--- src/rtl/adder8_rr_scheduler.sv ---
// rtl/adder8_rr_scheduler.sv - round-robin shared registered adder with tagged response channel
//
// Ports:
//   clk, rst             clock, asynchronous active-high reset
//   req_valid/req_ready  per-requester handshake (req_ready one-hot or zero, combinational)
//   req_a, req_b         per-requester operands, requester i at [i*WIDTH +: WIDTH]
//   req_cin              per-requester carry-in
//   rsp_valid/rsp_ready  response handshake
//   rsp_id, rsp_sum,     owner, sum and carry-out of the response
//   rsp_cout
//   busy                 an operation is in EXEC or RESP
//   ovf_count            saturating count of accepted responses with carry-out set
module adder8_rr_scheduler #(
    parameter int NREQ  = 4,
    parameter int WIDTH = 8,
    parameter int IDW   = $clog2(NREQ)
) (
    input  logic                  clk,
    input  logic                  rst,
    input  logic [NREQ-1:0]       req_valid,
    output logic [NREQ-1:0]       req_ready,
    input  logic [NREQ*WIDTH-1:0] req_a,
    input  logic [NREQ*WIDTH-1:0] req_b,
    input  logic [NREQ-1:0]       req_cin,
    output logic                  rsp_valid,
    input  logic                  rsp_ready,
    output logic [IDW-1:0]        rsp_id,
    output logic [WIDTH-1:0]      rsp_sum,
    output logic                  rsp_cout,
    output logic                  busy,
    output logic [7:0]            ovf_count
);

    typedef enum logic [1:0] {
        IDLE = 2'd0,
        EXEC = 2'd1,
        RESP = 2'd2
    } state_t;

    state_t           state;
    state_t           state_nxt;
    logic [IDW-1:0]   rr_ptr;
    logic [IDW-1:0]   winner;
    logic [IDW-1:0]   idx;
    logic             found;
    logic             can_grant;
    logic             grant;
    logic             accept;
    logic [IDW-1:0]   op_id;
    logic [WIDTH-1:0] op_a;
    logic [WIDTH-1:0] op_b;
    logic             op_cin;
    logic [WIDTH:0]   add_res;

    assign can_grant = (state == IDLE) || ((state == RESP) && rsp_ready);
    assign accept    = (state == RESP) && rsp_ready;
    assign grant     = found && can_grant;
    assign rsp_valid = (state == RESP);
    assign busy      = (state != IDLE);

    assign add_res = {1'b0, op_a} + {1'b0, op_b} + {{WIDTH{1'b0}}, op_cin};

    // Search starts one past the last winner; the IDW-bit index wraps on its
    // own because NREQ is a power of two. k == NREQ lands back on rr_ptr.
    always_comb begin
        winner = '0;
        found  = 1'b0;
        idx    = '0;
        for (int k = 1; k <= NREQ; k++) begin
            idx = rr_ptr + IDW'(k);
            if (!found && req_valid[idx]) begin
                winner = idx;
                found  = 1'b1;
            end
        end
    end

    // Grants are suppressed while reset is held so no requester sees a
    // handshake that the registers cannot capture.
    always_comb begin
        req_ready = '0;
        if (grant && !rst) begin
            req_ready[winner] = 1'b1;
        end
    end

    always_comb begin
        state_nxt = state;
        case (state)
            IDLE: if (grant) state_nxt = EXEC;
            EXEC: state_nxt = RESP;
            RESP: if (accept) state_nxt = grant ? EXEC : IDLE;
            default: state_nxt = IDLE;
        endcase
    end

    always_ff @(posedge clk or posedge rst) begin
        if (rst) begin
            state     <= IDLE;
            rr_ptr    <= IDW'(NREQ - 1);
            op_id     <= '0;
            op_a      <= '0;
            op_b      <= '0;
            op_cin    <= 1'b0;
            rsp_id    <= '0;
            rsp_sum   <= '0;
            rsp_cout  <= 1'b0;
            ovf_count <= '0;
        end else begin
            state <= state_nxt;
            if (grant) begin
                op_id  <= winner;
                op_a   <= req_a[int'(winner)*WIDTH +: WIDTH];
                op_b   <= req_b[int'(winner)*WIDTH +: WIDTH];
                op_cin <= req_cin[winner];
                rr_ptr <= winner;
            end
            // The response register is only written at the end of EXEC, so a
            // grant in the same cycle as an accept cannot disturb the accepted data.
            if (state == EXEC) begin
                rsp_id   <= op_id;
                rsp_sum  <= add_res[WIDTH-1:0];
                rsp_cout <= add_res[WIDTH];
            end
            if (accept && rsp_cout && (ovf_count != 8'hFF)) begin
                ovf_count <= ovf_count + 8'd1;
            end
        end
    end

endmodule

--- config.mk ---
export PLATFORM = sky130hd
export DESIGN_NAME = adder8_rr_scheduler
export DESIGN_NICKNAME = d
export VERILOG_FILES = /design/src/rtl/adder8_rr_scheduler.sv
export SDC_FILE = /design/constraint.sdc
export NUM_CORES = 1
export LEC_CHECK = 0
export CAP_MARGIN = 30
export CORE_MARGIN = 1
export CORE_UTILIZATION = 39
export CTS_CLUSTER_DIAMETER = 80
export DETAILED_ROUTE_END_ITERATION = 12
export PLACE_DENSITY = 0.77
export SLEW_MARGIN = 20
export SYNTH_ARGS = -nofsm -noshare
export SYNTH_HDL_FRONTEND = slang
export SYNTH_SLANG_ARGS = --single-unit
--- constraint.sdc ---
create_clock -name clk -period 2.06 [get_ports clk]
set_input_delay 0.206 -clock clk [delete_from_list [all_inputs] [get_ports clk]]
set_output_delay 0.206 -clock clk [all_outputs]
set_load 0.02 [all_outputs]
## Word level (Yosys, flattened, before mapping)

Index checks and enable logic that the tools add are counted.

| storage, ports and cells | value |
|---|---|
| memories kept | 0 |
| RAM bits | 0 |
| ROM bits | 0 |
| input port bits | 75 |
| register bits | 42 |
| output and inout port bits | 25 |
| latch bits | 0 |

| cells by class | value |
|---|---|
| div/mod/pow operators | 0 |
| magnitude comparators | 6 |
| shift-type cells | 2 |
| multiply operators | 0 |
| muxes and demuxes | 25 |
| add/sub/neg operators | 6 |
| equal/unequal tests | 5 |
| reduce and logical (&&, ||, !) cells | 17 |
| bitwise logic cells | 0 |

Operators with widths:

| kind | number |
|---|---|
| 32-bit by 6-bit indexed part select with 8-bit output | 2 |
| 2-bit by 3-bit < comparator with 1-bit output, second input constant | 5 |
| 2-bit two-way mux | 6 |
| 1-bit two-way mux | 11 |
| 1-bit binary-select mux with 2-bit select | 5 |
| 8-bit by 8-bit adder with 9-bit output | 1 |
| 9-bit by 1-bit adder with 9-bit output | 1 |
| 1-bit logical AND | 9 |
| 8-bit by 1-bit adder with 8-bit output, second input constant | 1 |
| 8-bit inequality test, second input constant | 1 |
| 2-bit case mux with 3 select lines | 1 |
| 2-bit adder, second input constant | 2 |
| 1-bit zero test | 4 |
| 4-bit two-way mux | 1 |
| 2-bit by 1-bit adder with 2-bit output, second input constant | 1 |
| 1-bit demux with 2-bit select | 1 |
| 2-bit by 1-bit equality test with 1-bit output, second input constant | 1 |
| 2-bit equality test, second input constant | 1 |
| 2-bit by 1-bit >= comparator with 1-bit output, second input constant | 1 |
| 2-bit zero test | 1 |
| 2-bit by 1-bit inequality test with 1-bit output, second input constant | 1 |
| 2-bit inequality test, second input constant | 1 |
| 2-bit AND reduction | 1 |
| 2-bit nonzero test | 1 |
| 1-bit logical OR | 1 |

## Longest topological paths before layout

Gate-level depths: netlist of the first run.

| depth | value |
|---|---|
| depth after elaboration | 18 |
| depth in mapped cells | 8 |
| depth with buffers taken out | 7 |

## Worst setup path before layout of the first run

No wires, ideal clock.

| timing | value |
|---|---|
| path type | reg2reg |
| start point | register op_a[0] |
| end point | register rsp_sum[6] |
| required time | 1927 ps |
| cell stages (with the launch flop) | 8 |
| arrival time | 1939 ps |
| period minus slack after synthesis | 2072 ps |
| buffers on the path | 0 |
| setup slack | -12 ps |
| cells stage by stage | dfrtp_1 > fa_1 > fa_1 > a21oi_1 > o211ai_1 > a21oi_1 > xor2_1 > o21ai_0 |

| between the ends | value |
|---|---|
| cells in the longest elaborated chain, start to end | 2 |

Ends and longest elaborated chain:

| item | RTL line | text |
|---|---|---|
| from (decl) | 50 | `logic [WIDTH-1:0] op_a;` |
| from (signal assigned) | 113 | `op_a <= req_a[int'(winner)*WIDTH +: WIDTH];` |
| 8-bit by 8-bit adder with 9-bit output | 61 | `assign add_res = {1'b0, op_a} + {1'b0, op_b} + {{WIDTH{1'b0}}, op_cin};` |
| 9-bit by 1-bit adder with 9-bit output | 61 |  |
| to (signal assigned) | 122 | `rsp_sum <= add_res[WIDTH-1:0];` |
| to (decl) | 28 | `output logic [WIDTH-1:0] rsp_sum,` |

No other way between the ends.
A chain may end at the register's enable or synchronous reset.

## Worst setup path in the final report of the first run

| timing | value |
|---|---|
| start point | register op_b[0] |
| end point | register rsp_sum[6] |

| between the ends | value |
|---|---|
| cells in the longest elaborated chain, start to end | 2 |

Ends and longest elaborated chain:

| item | RTL line | text |
|---|---|---|
| from (decl) | 51 | `logic [WIDTH-1:0] op_b;` |
| from (signal assigned) | 114 | `op_b <= req_b[int'(winner)*WIDTH +: WIDTH];` |
| 8-bit by 8-bit adder with 9-bit output | 61 |  |
| 9-bit by 1-bit adder with 9-bit output | 61 |  |

No other way between the ends.

==> results of run 1 <==
## worst max-delay path, stage by stage (launching register included)
cell and delay, ns:
sky130_fd_sc_hd__dfrtp_1 0.41, sky130_fd_sc_hd__fa_2 0.42, sky130_fd_sc_hd__fa_2 0.37, sky130_fd_sc_hd__a21oi_2 0.16
sky130_fd_sc_hd__o211ai_1 0.12, sky130_fd_sc_hd__a21oi_2 0.19, sky130_fd_sc_hd__xor2_1 0.16, sky130_fd_sc_hd__o21ai_1 0.07
## state kept, by name, indices dropped and copies added (netlist names)
signal     cells
op_a           8
op_b           8
op_cin         1
op_id          2
ovf_count      8
rr_ptr         2
rsp_cout       1
rsp_id         2
rsp_sum        8
state          2
## path summary, 6_finish.rpt
| check | cells past startpoint | to | slack [ns] |
|---|---|---|---|
| max in group asynchronous | 3 | rr_ptr[1] | 1.27 |
| worst min-delay path | 3 | ovf_count[1] | 0.43 |
| worst max-delay path | 7 | rsp_sum[6] | 0.07 |
| min in group clk | 2 | rsp_sum[2] | 0.48 |
| worst max register to register | 7 | rsp_sum[6] | 0.07 |
| worst min register to register | 2 | rsp_sum[2] | 0.48 |
## where the power goes
group / switching [W] / total (W) / internal [W]
registers: 0.000332 / 0.00156 / 0.00123
clock network: 0.000257 / 0.000528 / 0.000270
logic: 0.00156 / 0.00301 / 0.00145
## logic make-up after synthesis
kind of cell	Yosys count	share of synthesized area
buf+inv	24	0.05146
mux	1	0.004677
fa+ha+maj	10	0.05821
xor+xnor	12	0.04366
compound gates	75	0.2251
simple gates	95	0.1793
flops	42	0.4376
## cell type report
cell class,count,share of cell area
flip-flops and latches,42,0.2882
multi-input cells,193,0.3501
repair buffers,118,0.3039
clock buffers,7,0.02361
inverters,7,0.007187
well taps,75,0.02567
clock inverters,1,0.001369
## per-stage QoR
| stage | hold WS (ns) | util |
|---|---|---|
| global route | 0.4850 | 0.6175 |
| finish | 0.4263 | 0.6175 |
| global placement | 0.4646 | 0.5981 |
| detailed placement | 0.4698 | 0.5981 |
| CTS | 0.4491 | 0.6167 |
| floorplan | 0.3537 | - |
## synthesized netlist by cell type, drive strengths merged (2+ instances only)
master	number
a21o	3
o21ai	17
and3	7
fa	2
nand2b	3
nor2b	5
buf	12
a222oi	17
xnor2	5
dfrtp	40
a211oi	2
nand2	42
inv	7
clkbuf	5
nor3	5
nor2	26
ha	8
a21oi	8
dfstp	2
xor2	7
a31oi	19
## cell usage in the layout, fill, tap and decap left out, types with 7 or more instances in the layout
master / netlist / layout
sky130_fd_sc_hd__dfrtp_1: 40 / 40
sky130_fd_sc_hd__o21ai_0: 17 / 16
sky130_fd_sc_hd__nand2_1: 42 / 42
sky130_fd_sc_hd__ha_1: 8 / 8
sky130_fd_sc_hd__nor2_1: 26 / 25
sky130_fd_sc_hd__clkdlybuf4s50_1: 0 / 95
sky130_fd_sc_hd__a31oi_1: 19 / 19
sky130_fd_sc_hd__xor2_1: 7 / 7
sky130_fd_sc_hd__a222oi_1: 17 / 17
sky130_fd_sc_hd__buf_4: 1 / 18
## repair_timing
| item | 4_1_cts | 5_1_grt |
|---|---|---|
| resized for setup | 13 | 10 |
| pin swaps | 0 | 4 |
| endpoints found under the setup margin | 9 | 12 |
| hold endpoints to repair | 0 | 0 |
| buffers inserted | 0 | 1 |
## routing by layer
layer / GRT usage / vias up / wire length (um) / share of wire
met5: 0 / - / 0 / 0
met4: 0.04464 / 0 / 87 / 0.014
met3: 0.02500 / 6 / 220 / 0.034
met2: 0.3381 / 73 / 3251 / 0.51
met1: 0.2838 / 1124 / 2858 / 0.45
li1: - / 1163 / - / -
==> results.rst, run 1 <==
.. list-table::
   :header-rows: 1

   * - Metric
     - Value
   * - Result of the run
     - finished clean
   * - Largest cells by area after synthesis
     - sky130_fd_sc_hd__dfrtp_1 (42%), sky130_fd_sc_hd__a222oi_1 (7.1%), sky130_fd_sc_hd__nand2_1 (6.5%)
   * - Most instantiated flip-flop cell in the synthesis netlist
     - sky130_fd_sc_hd__dfrtp_1
   * - Antenna Cells
     - 0
   * - Pin slew with the least headroom to its limit
     - 0.5125 ns
   * - 1st-pass router iterations
     - 10
   * - Leakage power of the design
     - 1.547 nW
   * - Vias per cell
     - 5.341
   * - Net Count, Synth
     - 344
   * - Synth async-reset ratio
     - 1.000
   * - Number of nets with antenna violations after detailed routing
     - 0
   * - Post-cts hold buffer count
     - 0
   * - Placed cell count
     - 434
   * - Ratio of total power to cell area
     - 1394 mW/mm^2
   * - First-pass GRT wire length
     - 10240 um
   * - Clock input transition at the sequential cells of the worst setup and hold paths
     - ~0.08 ns
   * - GR Overflow Total
     - 0
   * - Critical setup path kind
     - flop to flop
   * - Number of CTS-inserted buffers
     - 5
   * - Total negative setup slack
     - 0 ns
   * - Sequential cell area
     - 0.001054 mm^2
   * - Number of standard-cell rows in the floorplan
     - 28
   * - Number of top-level pins
     - 100
   * - Post-route total power
     - about 0.0051 W
   * - Mean instance size in the synthesized netlist
     - slightly above 9 um^2
   * - Final Routed Wirelength
     - 6417 um
   * - Final instance area
     - 0.003656 mm^2
   * - CTS HTree Levels
     - 2
   * - Total via count after detailed routing
     - approximately 2400
   * - CP max FO
     - 2
   * - Maximum VDD drop
     - about 0.67 mV
   * - Clock root buffer
     - sky130_fd_sc_hd__clkbuf_8
   * - Count of distinct cell types in the synthesized netlist
     - 44
   * - Pin count of the biggest net entering global routing
     - 43
   * - Layout area overhead
     - 51.87%
   * - Starting Density
     - 0.4066
   * - # fillers
     - 516
   * - Core area
     - 0.005921 mm^2
   * - First-iteration detailed-routing DRC count
     - 195
   * - Global-route usage over all layers
     - 0.2042
   * - Period utilisation layout
     - 0.9656
   * - Routability Congestion
     - 0.8530
   * - Netlist Area Pre-Place
     - 0.002407 mm^2
   * - Beginning of the critical path
     - op_b[0]
   * - Library cell with the largest summed area after synthesis
     - sky130_fd_sc_hd__dfrtp_1
   * - Post-detailed-placement cell area
     - about 0.0035 mm^2
   * - Footprint of the multi-input gates
     - 0.001280 mm^2
   * - Final worst path period need
     - about 2.0 ns
   * - Clock sink total
     - 42
   * - Part of the Yosys area used for sequential elements
     - 0.4376
   * - Maximum clock path buffer count
     - 2
   * - Die height
     - 80.57 um
   * - Clock latency on the worst-skew pair
     - ~0.28 ns
   * - Final hold violations
     - 0
   * - Area enclosed by the die boundary
     - around 0.0065 mm^2
   * - Final net count
     - 452
   * - Top-area cell type share of the netlist area
     - 0.4158
   * - FMAX
     - 0.5027 GHz
   * - WP data required
     - 2.23 ns
   * - Routed WL per cell
     - about 14 um
   * - EDFF count, synth
     - 0
   * - Critical Path End Type
     - flop
   * - Slew HR
     - 0.6584
   * - Number of global-route vias before repair
     - 2184
   * - Final slew viol count
     - 0
   * - Sort of element at the start of the critical path
     - flop
   * - Max-cap check violation count
     - 0
   * - DRC
     - 0
   * - Syn Inst Count
     - 259
   * - Layout cells sized above 1
     - 0.1304
   * - Post-route insts no fill
     - between 400 and 500
   * - Worst path setup slack after routing
     - 0.07086 ns
   * - Dpl hpwl
     - 5104 um
   * - RSZ-0062 raised after global routing
     - yes
   * - Clock tree from TritonCTS
     - yes
   * - Hold Path Class
     - input port to asynchronous set/reset pin
   * - Worst clock skew on the final layout
     - 0.004975 ns
   * - Antenna violations before repair
     - 0
   * - Post-synthesis register bit count
     - 42
   * - Worst slack, placed
     - -0.2214 ns
   * - IO Port Bufs
     - about 100
   * - Arrival time reported for the critical path endpoint
     - 2.16 ns
   * - Beginning of the worst register-to-register path
     - op_b[0]
   * - Die width
     - 80.57 um
   * - Synth warnings
     - 0
   * - Final-report setup violation count
     - 0
Note: power is estimated with default switching activity, not from simulation.
==> run 2, diff against run 1 <==
ABC_AREA = 0   (was unset)
==> results of run 2 <==
The final DEF is identical to that of run 1; final timing and power are the same.
==> run 3, diff against run 2 <==
GPL_ROUTABILITY_DRIVEN = 0   (was unset)
==> results of run 3 <==
The final DEF is identical to that of run 1; final timing and power are the same.
